## src/rtl/decode_pkg.sv

```systemverilog
// Shared types and constants for the LZS decoder job scheduler.
package decode_pkg;

    typedef enum logic [2:0] {
        ST_IDLE = 3'd0,
        ST_CLR  = 3'd1,
        ST_LOAD = 3'd2,
        ST_RUN  = 3'd3,
        ST_RESP = 3'd4
    } state_t;

    typedef enum logic [1:0] {
        ERR_OK   = 2'b00,
        ERR_TMO  = 2'b01,
        ERR_OVF  = 2'b10,
        ERR_ZLEN = 2'b11
    } err_t;

    localparam int CLR_CYCLES = 2;

endpackage

```

## src/rtl/decode_sched_if.sv

```systemverilog
// Channel request, decoder control and result bundle of the job scheduler.
interface decode_sched_if #(
    parameter int NCH = 4,
    parameter int LW  = 16
);
    logic [NCH-1:0]    req;
    logic [NCH*LW-1:0] req_len;
    logic [NCH-1:0]    grant;
    logic              dec_clr;
    logic              in_load;
    logic [LW-1:0]     in_len;
    logic              dec_valid;
    logic              dec_done;
    logic              res_valid;
    logic              res_ack;
    logic [2:0]        res_ch;
    logic [LW-1:0]     res_cnt;
    logic [1:0]        res_err;

    modport slave (
        input  req, req_len, dec_valid, dec_done, res_ack,
        output grant, dec_clr, in_load, in_len, res_valid, res_ch, res_cnt, res_err
    );

    modport master (
        output req, req_len, dec_valid, dec_done, res_ack,
        input  grant, dec_clr, in_load, in_len, res_valid, res_ch, res_cnt, res_err
    );
endinterface

```

## src/rtl/decode_sched_rr_arbiter.sv

```systemverilog
// Combinational round-robin pick: first requester strictly after the pointer, wrapping.
module rr_arbiter #(
    parameter int NCH = 4,
    parameter int IW  = (NCH > 1) ? $clog2(NCH) : 1
) (
    input  logic [NCH-1:0] req_i,
    input  logic [IW-1:0]  ptr_i,
    output logic [NCH-1:0] gnt_o,
    output logic [IW-1:0]  idx_o
);
    logic [IW-1:0] cand;
    logic          found;

    always_comb begin
        gnt_o = '0;
        idx_o = '0;
        found = 1'b0;
        cand  = '0;
        for (int k = 1; k <= NCH; k++) begin
            cand = IW'((int'(ptr_i) + k) % NCH);
            if (!found && req_i[cand]) begin
                found       = 1'b1;
                gnt_o[cand] = 1'b1;
                idx_o       = cand;
            end
        end
    end
endmodule

```

## src/rtl/decode_sched.sv

```systemverilog
// Grants the shared LZS decoder to one channel at a time and reports a per-job result.
//  state   | meaning
//  IDLE    | waiting for any request, arbitrate
//  CLR     | decoder/history clear, CLR_CYCLES cycles
//  LOAD    | one-cycle in_load of the granted length
//  RUN     | count decoded bytes, watchdog armed
//  RESP    | result held until res_ack
module decode_sched
    import decode_pkg::*;
#(
    parameter int NCH = 4,
    parameter int LW  = 16,
    parameter int TMO = 1024
) (
    input  logic          clk,
    input  logic          rst,
    decode_sched_if.slave bus
);
    localparam int IW = (NCH > 1) ? $clog2(NCH) : 1;
    localparam int WW = $clog2(TMO + 1);
    localparam int CW = $clog2(CLR_CYCLES + 1);
    localparam logic [LW-1:0] CNT_MAX = '1;

    state_t         state_q, state_d;
    logic [NCH-1:0] grant_q, grant_d;
    logic           dec_clr_q, dec_clr_d;
    logic           in_load_q, in_load_d;
    logic           res_valid_q, res_valid_d;
    logic [LW-1:0]  in_len_q, in_len_d;
    logic [LW-1:0]  cnt_q, cnt_d;
    logic [2:0]     res_ch_q, res_ch_d;
    err_t           err_q, err_d;
    logic [IW-1:0]  ptr_q, ptr_d;
    logic [WW-1:0]  wd_q, wd_d;
    logic [CW-1:0]  clr_q, clr_d;

    logic [NCH-1:0] arb_gnt;
    logic [IW-1:0]  arb_idx;
    logic [LW-1:0]  sel_len;

    rr_arbiter #(.NCH(NCH), .IW(IW)) u_arb (
        .req_i (bus.req),
        .ptr_i (ptr_q),
        .gnt_o (arb_gnt),
        .idx_o (arb_idx)
    );

    assign sel_len = bus.req_len[int'(arb_idx)*LW +: LW];

    always_comb begin
        state_d     = state_q;
        grant_d     = grant_q;
        dec_clr_d   = dec_clr_q;
        in_load_d   = 1'b0;
        res_valid_d = res_valid_q;
        in_len_d    = in_len_q;
        cnt_d       = cnt_q;
        res_ch_d    = res_ch_q;
        err_d       = err_q;
        ptr_d       = ptr_q;
        wd_d        = wd_q;
        clr_d       = clr_q;

        case (state_q)
            ST_IDLE: begin
                if (|bus.req) begin
                    grant_d  = arb_gnt;
                    in_len_d = sel_len;
                    res_ch_d = 3'(arb_idx);
                    ptr_d    = arb_idx;
                    cnt_d    = '0;
                    if (sel_len == '0) begin
                        state_d     = ST_RESP;
                        err_d       = ERR_ZLEN;
                        res_valid_d = 1'b1;
                    end else begin
                        state_d   = ST_CLR;
                        err_d     = ERR_OK;
                        dec_clr_d = 1'b1;
                        clr_d     = CW'(CLR_CYCLES - 1);
                    end
                end
            end
            ST_CLR: begin
                cnt_d = '0;
                if (clr_q == '0) begin
                    state_d   = ST_LOAD;
                    dec_clr_d = 1'b0;
                    in_load_d = 1'b1;
                end else begin
                    clr_d = clr_q - 1'b1;
                end
            end
            ST_LOAD: begin
                state_d = ST_RUN;
                wd_d    = WW'(TMO - 1);
            end
            ST_RUN: begin
                // Watchdog fires on the TMO-th edge after the last dec_valid (or LOAD).
                if (bus.dec_valid && cnt_q == CNT_MAX) begin
                    state_d     = ST_RESP;
                    err_d       = ERR_OVF;
                    res_valid_d = 1'b1;
                end else begin
                    if (bus.dec_valid) begin
                        cnt_d = cnt_q + 1'b1;
                        wd_d  = WW'(TMO - 1);
                    end else begin
                        wd_d = wd_q - 1'b1;
                    end
                    if (bus.dec_done) begin
                        state_d     = ST_RESP;
                        err_d       = ERR_OK;
                        res_valid_d = 1'b1;
                    end else if (!bus.dec_valid && wd_q <= WW'(1)) begin
                        state_d     = ST_RESP;
                        err_d       = ERR_TMO;
                        res_valid_d = 1'b1;
                    end
                end
            end
            ST_RESP: begin
                if (bus.res_ack) begin
                    state_d     = ST_IDLE;
                    res_valid_d = 1'b0;
                    grant_d     = '0;
                end
            end
            default: state_d = ST_IDLE;
        endcase
    end

    always_ff @(posedge clk) begin
        if (rst) begin
            state_q     <= ST_IDLE;
            grant_q     <= '0;
            dec_clr_q   <= 1'b0;
            in_load_q   <= 1'b0;
            res_valid_q <= 1'b0;
            in_len_q    <= '0;
            cnt_q       <= '0;
            res_ch_q    <= '0;
            err_q       <= ERR_OK;
            ptr_q       <= IW'(NCH - 1);
            wd_q        <= '0;
            clr_q       <= '0;
        end else begin
            state_q     <= state_d;
            grant_q     <= grant_d;
            dec_clr_q   <= dec_clr_d;
            in_load_q   <= in_load_d;
            res_valid_q <= res_valid_d;
            in_len_q    <= in_len_d;
            cnt_q       <= cnt_d;
            res_ch_q    <= res_ch_d;
            err_q       <= err_d;
            ptr_q       <= ptr_d;
            wd_q        <= wd_d;
            clr_q       <= clr_d;
        end
    end

    assign bus.grant     = grant_q;
    assign bus.dec_clr   = dec_clr_q;
    assign bus.in_load   = in_load_q;
    assign bus.in_len    = in_len_q;
    assign bus.res_valid = res_valid_q;
    assign bus.res_ch    = res_ch_q;
    assign bus.res_cnt   = cnt_q;
    assign bus.res_err   = err_q;
endmodule

```

## src/flat_wrapper.sv

```systemverilog
// flat-port wrapper written by rule: the top's interface ports become plain ports
module decode_sched_flat import decode_pkg::*;
#(
    parameter int NCH = 4,
    parameter int LW  = 16,
    parameter int TMO = 1024
)
  (clk, rst, bus_req, bus_req_len, bus_dec_valid, bus_dec_done, bus_res_ack, bus_grant, bus_dec_clr, bus_in_load, bus_in_len, bus_res_valid, bus_res_ch, bus_res_cnt, bus_res_err);
  decode_sched_if #(.NCH(NCH), .LW(LW)) bus_i ();
  input  logic clk;
  input  logic rst;
  input wire logic [$bits(bus_i.req)-1:0] bus_req;
  input wire logic [$bits(bus_i.req_len)-1:0] bus_req_len;
  input wire logic [$bits(bus_i.dec_valid)-1:0] bus_dec_valid;
  input wire logic [$bits(bus_i.dec_done)-1:0] bus_dec_done;
  input wire logic [$bits(bus_i.res_ack)-1:0] bus_res_ack;
  output wire logic [$bits(bus_i.grant)-1:0] bus_grant;
  output wire logic [$bits(bus_i.dec_clr)-1:0] bus_dec_clr;
  output wire logic [$bits(bus_i.in_load)-1:0] bus_in_load;
  output wire logic [$bits(bus_i.in_len)-1:0] bus_in_len;
  output wire logic [$bits(bus_i.res_valid)-1:0] bus_res_valid;
  output wire logic [$bits(bus_i.res_ch)-1:0] bus_res_ch;
  output wire logic [$bits(bus_i.res_cnt)-1:0] bus_res_cnt;
  output wire logic [$bits(bus_i.res_err)-1:0] bus_res_err;
  assign bus_i.req = bus_req;
  assign bus_i.req_len = bus_req_len;
  assign bus_i.dec_valid = bus_dec_valid;
  assign bus_i.dec_done = bus_dec_done;
  assign bus_i.res_ack = bus_res_ack;
  assign bus_grant = bus_i.grant;
  assign bus_dec_clr = bus_i.dec_clr;
  assign bus_in_load = bus_i.in_load;
  assign bus_in_len = bus_i.in_len;
  assign bus_res_valid = bus_i.res_valid;
  assign bus_res_ch = bus_i.res_ch;
  assign bus_res_cnt = bus_i.res_cnt;
  assign bus_res_err = bus_i.res_err;
  decode_sched #(.NCH(NCH), .LW(LW), .TMO(TMO)) u_core (.clk(clk), .rst(rst), .bus(bus_i));
endmodule
```

## config.mk

```make
export PLATFORM = sky130hd
export DESIGN_NAME = decode_sched_flat
export DESIGN_NICKNAME = d
export VERILOG_FILES = /design/src/rtl/decode_pkg.sv /design/src/rtl/decode_sched_if.sv /design/src/rtl/decode_sched_rr_arbiter.sv /design/src/rtl/decode_sched.sv /design/src/flat_wrapper.sv
export SDC_FILE = /design/constraint.sdc
export NUM_CORES = 1
export LEC_CHECK = 0
export CORE_MARGIN = 8
export CORE_UTILIZATION = 27
export CTS_CLUSTER_SIZE = 8
export DETAILED_ROUTE_END_ITERATION = 7
export PLACE_DENSITY = 0.61
export SYNTH_ARGS = -nofsm -noshare
export SYNTH_HDL_FRONTEND = slang
export SYNTH_SLANG_ARGS = --single-unit
```

## constraint.sdc

```tcl
create_clock -name clk -period 13.3 [get_ports clk]
set_clock_uncertainty 0.1 [all_clocks]
set_input_delay 2.66 -clock clk [delete_from_list [all_inputs] [get_ports clk]]
set_output_delay 2.66 -clock clk [all_outputs]
set_load 0.05 [all_outputs]
```

==> results.cfg <==
[floorplan]
fp.dieW_um = 134
die_h_um = 134
dieArea_um2 = 17900
initial_utilization_pct = 27.3
rows = 43
io_pins = 117
core_um2 = 13700

[synthesis]
yosys.area.top_type_share_pct = 32.6
syn_inst = 459
synth_warnings = 0
synthesis.area_um2 = 3750
yosysSeqAreaShare_pct = 32.6
syn_avg_cell_area_um2 = 8.16
synth_ff_type = dfxtp_1
synth_seq_cells = 61
yosys-top-cells-area = dfxtp_1 33%, nand2_1 7.0%, mux4_2 6.6%, a21oi_1 4.4%, nor2_1 4.3%
synth_area_leader_cell = dfxtp_1
synth_async_sr_flop_share_pct = 0
synth_edf_count = 0
synth_nets = 544
synth_cell_types = 58

[power_and_ir_drop]
peakVddDrop_mv = 0.149
p_sw_mw = 0.569
power_density_nw_per_um2 = 234
swShare_pct = 46.1
total_power_mw = 1.23
power_frac_clock_pct = 17.4
p_leak_nw = 1.93
internal_power_mw = 0.666
pwr-share-seq_pct = 22.9
power_frac_comb_pct = 59.7

[clock_network]
clk_pin_slew_ns = 0.05
tritoncts = built
post_cts_buffers = 0
clockBufferDepth = 2
root_buffer = clkbuf_16
cts_repair_resize_count = 0
cts_made_buffers = 9
cts.sinks = 61
cts_hold_repair.buffers = 0
clk_latency_ns = 0.32
h-tree-depth = 3

[timing]
setup_tns_ns = 0
slew_headroom_pct = 15.4
max_freq_mhz = 158
finalCritPeriodShare_pct = 47.6
hold_viol = 0
tightest_slew_ns = 1.24
finalCriticalPeriod_ns = 6.33
setup_violations = 0
slew_viol_final = 0
fin_ws_ns = 6.97
grt_setup_unrepaired = no

[cells_and_area]
fill_cells = 1368
area_growth_pct = 40.6
drive_gt1_share_pct = 7.65
fin_area_um2 = 5270
final_nets = 642
antennaDiodeCount = 0

[drt]
vias = 3626
wl_um = 11400
postRouteAntennaNets = 0
post_drt_wl_per_cell_um = 15.4
firstDrtPassIters = 4
dr.first_iter.drc_count = 228
vias_per_cell = 4.89
drcViolationCount = 0

[worst_hold_path]
whs_path_depth = 2
min-delay-start = u_core.bus.in_len[1]
worst_hold_path.endpoint = u_core.bus.in_len[1]
hold_class = reg -> reg

[placed_design]
port-buffer-count = 115
post-place-ws_ns = 6.65
dp_hpwl_um = 8960
dpl_cell_area_um2 = 4990
gp_congestion = 0.884

[setup_path]
rr_worst_depth = 11
r2r-start = u_core.ptr_q[0]
criticalPathCategory = in -> reg
ff2ff_setup_slack_ns = 8.24
r2r-end = u_core.clr_q[1]
critPathRequiredTime_ns = 13.42
path_max_fanout = 25
cp-end-kind = flip-flop
arrival_ns = 6.45
cp-start-kind = primary input

[outcome]
status = completed

[grt]
grt_pass1_wl_um = 18300
grt_use_total_pct = 12.5
grt_antenna_before_repair = 0
first_global_vias = 3624
grt_max_degree = 49
grt.overflow.total = 0

[flow_run]
maxCapViolCount = 0
metal layers:
layer	part of all wire (%)	GRT usage [%]
met3	5.2	2.88
met5	0	0
met2	52	22.2
met4	1.3	3.99
met1	42	14.5
logic make-up after synthesis:
group                      synth area share, %
and+or+nand+nor                           25.8
DFF                                       32.6
other                                    0.100
muxes                                     7.68
buffers and inverters                     6.01
xor gates and xnor gates                  4.68
adders and majority gates                 4.01
AOI/OAI and AO/OA                         19.1
synthesized netlist by cell type (5+ instances only):
master and count:
nand2_1 70, dfxtp_1 61, nor2_1 43, a21oi_1 33, nand3_1 26, clkbuf_1 19, inv_1 18, o21ai_0 15
a22oi_1 14, o211ai_1 14, xor2_1 13, ha_1 12, mux4_2 11, nor2b_1 9, nor3_1 8, nand2b_1 7
or4_1 7, xnor2_1 7, nor4_1 6, buf_2 5
power groups by stage:
stage / Sequential, mW / Combinational [mW] / Clock [mW]
2_1_floorplan: 0.366 / 0.488 / 0
3_3_place_gp: 0.282 / 0.717 / 0
3_5_place_dp: 0.285 / 0.738 / 0
4_1_cts: 0.282 / 0.741 / 0.219
5_1_grt: 0.289 / 0.807 / 0.229
6_report: 0.282 / 0.737 / 0.215
flip-flops by register name (all words and copies together) (netlist names):
signal	count
u_core.bus.grant	4
u_core.bus.dec_clr	1
u_core.bus.in_len	16
u_core.state_q	3
u_core.clr_q	2
u_core.bus.res_ch	2
u_core.bus.res_err	2
u_core.bus.res_cnt	16
u_core.ptr_q	2
u_core.wd_q	11
u_core.bus.res_valid	1
u_core.bus.in_load	1
stage by stage:
stage,util (%),instances,hold WS (ns)
CTS,38.4,742,0.355
detailed placement,36.4,726,0.348
floorplan,-,459,0.388
global placement,36.4,726,0.345
global route,38.4,742,0.375
finish,38.4,742,0.352
area by class of cell:
type | count | area, um2 | area share, %
clock buffer | 12 | 256 | 4.87
timing repair buffer | 118 | 1170 | 22.2
inverter | 18 | 67.6 | 1.28
sequential | 61 | 1220 | 23.2
tap | 180 | 225 | 4.28
multi-input combinational | 349 | 2310 | 43.8
clock inverter | 4 | 22.5 | 0.428
worst max-delay path, cell delays in order:
cell	delay [ns]
clkdlybuf4s50_1	0.56
mux4_2	0.66
nor2_1	0.16
and4b_1	0.52
o21a_4	0.39
mux4_2	0.39
nor4_2	0.36
nand4_2	0.26
and2_4	0.23
a2111oi_4	0.25
cell usage in the layout, fill, tap and decap left out, types with 2 or more instances in the layout:
| master | synthesis | final |
|---|---|---|
| nand2_1 | 70 | 70 |
| nand4_1 | 3 | 3 |
| nor4_1 | 6 | 5 |
| a221o_1 | 2 | 2 |
| buf_4 | 1 | 3 |
| or3_1 | 4 | 4 |
| clkbuf_16 | 0 | 9 |
| and4_1 | 2 | 2 |
| inv_1 | 18 | 18 |
| nor3_1 | 8 | 8 |
| mux2i_1 | 4 | 4 |
| nor2_1 | 43 | 43 |
| xor2_1 | 13 | 13 |
| nor2b_1 | 9 | 9 |
| o311ai_0 | 2 | 2 |
| a211oi_1 | 4 | 4 |
| o211a_1 | 2 | 2 |
| a22oi_1 | 14 | 14 |
| o21a_1 | 2 | 2 |
| ha_1 | 12 | 12 |
| clkdlybuf4s50_1 | 0 | 114 |
| o211ai_1 | 14 | 14 |
| clkinv_2 | 0 | 3 |
| nand2b_1 | 7 | 7 |
| a211o_1 | 2 | 2 |
| nand3_1 | 26 | 26 |
| clkbuf_8 | 0 | 2 |
| nor4_2 | 2 | 3 |
| xnor2_1 | 7 | 7 |
| o21ai_0 | 15 | 15 |
| mux4_2 | 11 | 11 |
| or2_2 | 3 | 3 |
| dfxtp_1 | 61 | 61 |
| or4_1 | 7 | 7 |
| a21oi_1 | 33 | 33 |
worst max path at each step:
stage,start,end,slack [ns],cells past startpoint
after floorplan,bus_req[0],u_core.clr_q[1],7.59,10
after global placement,bus_req[0],u_core.clr_q[1],6.85,10
after detailed placement,bus_req[0],u_core.clr_q[1],6.65,10
after CTS,bus_req[0],u_core.clr_q[1],6.96,10
after global routing,bus_req[0],u_core.clr_q[1],6.80,10
final,bus_req[0],u_core.clr_q[1],6.97,10
No activity file was read; power rests on OpenSTA's default activity.
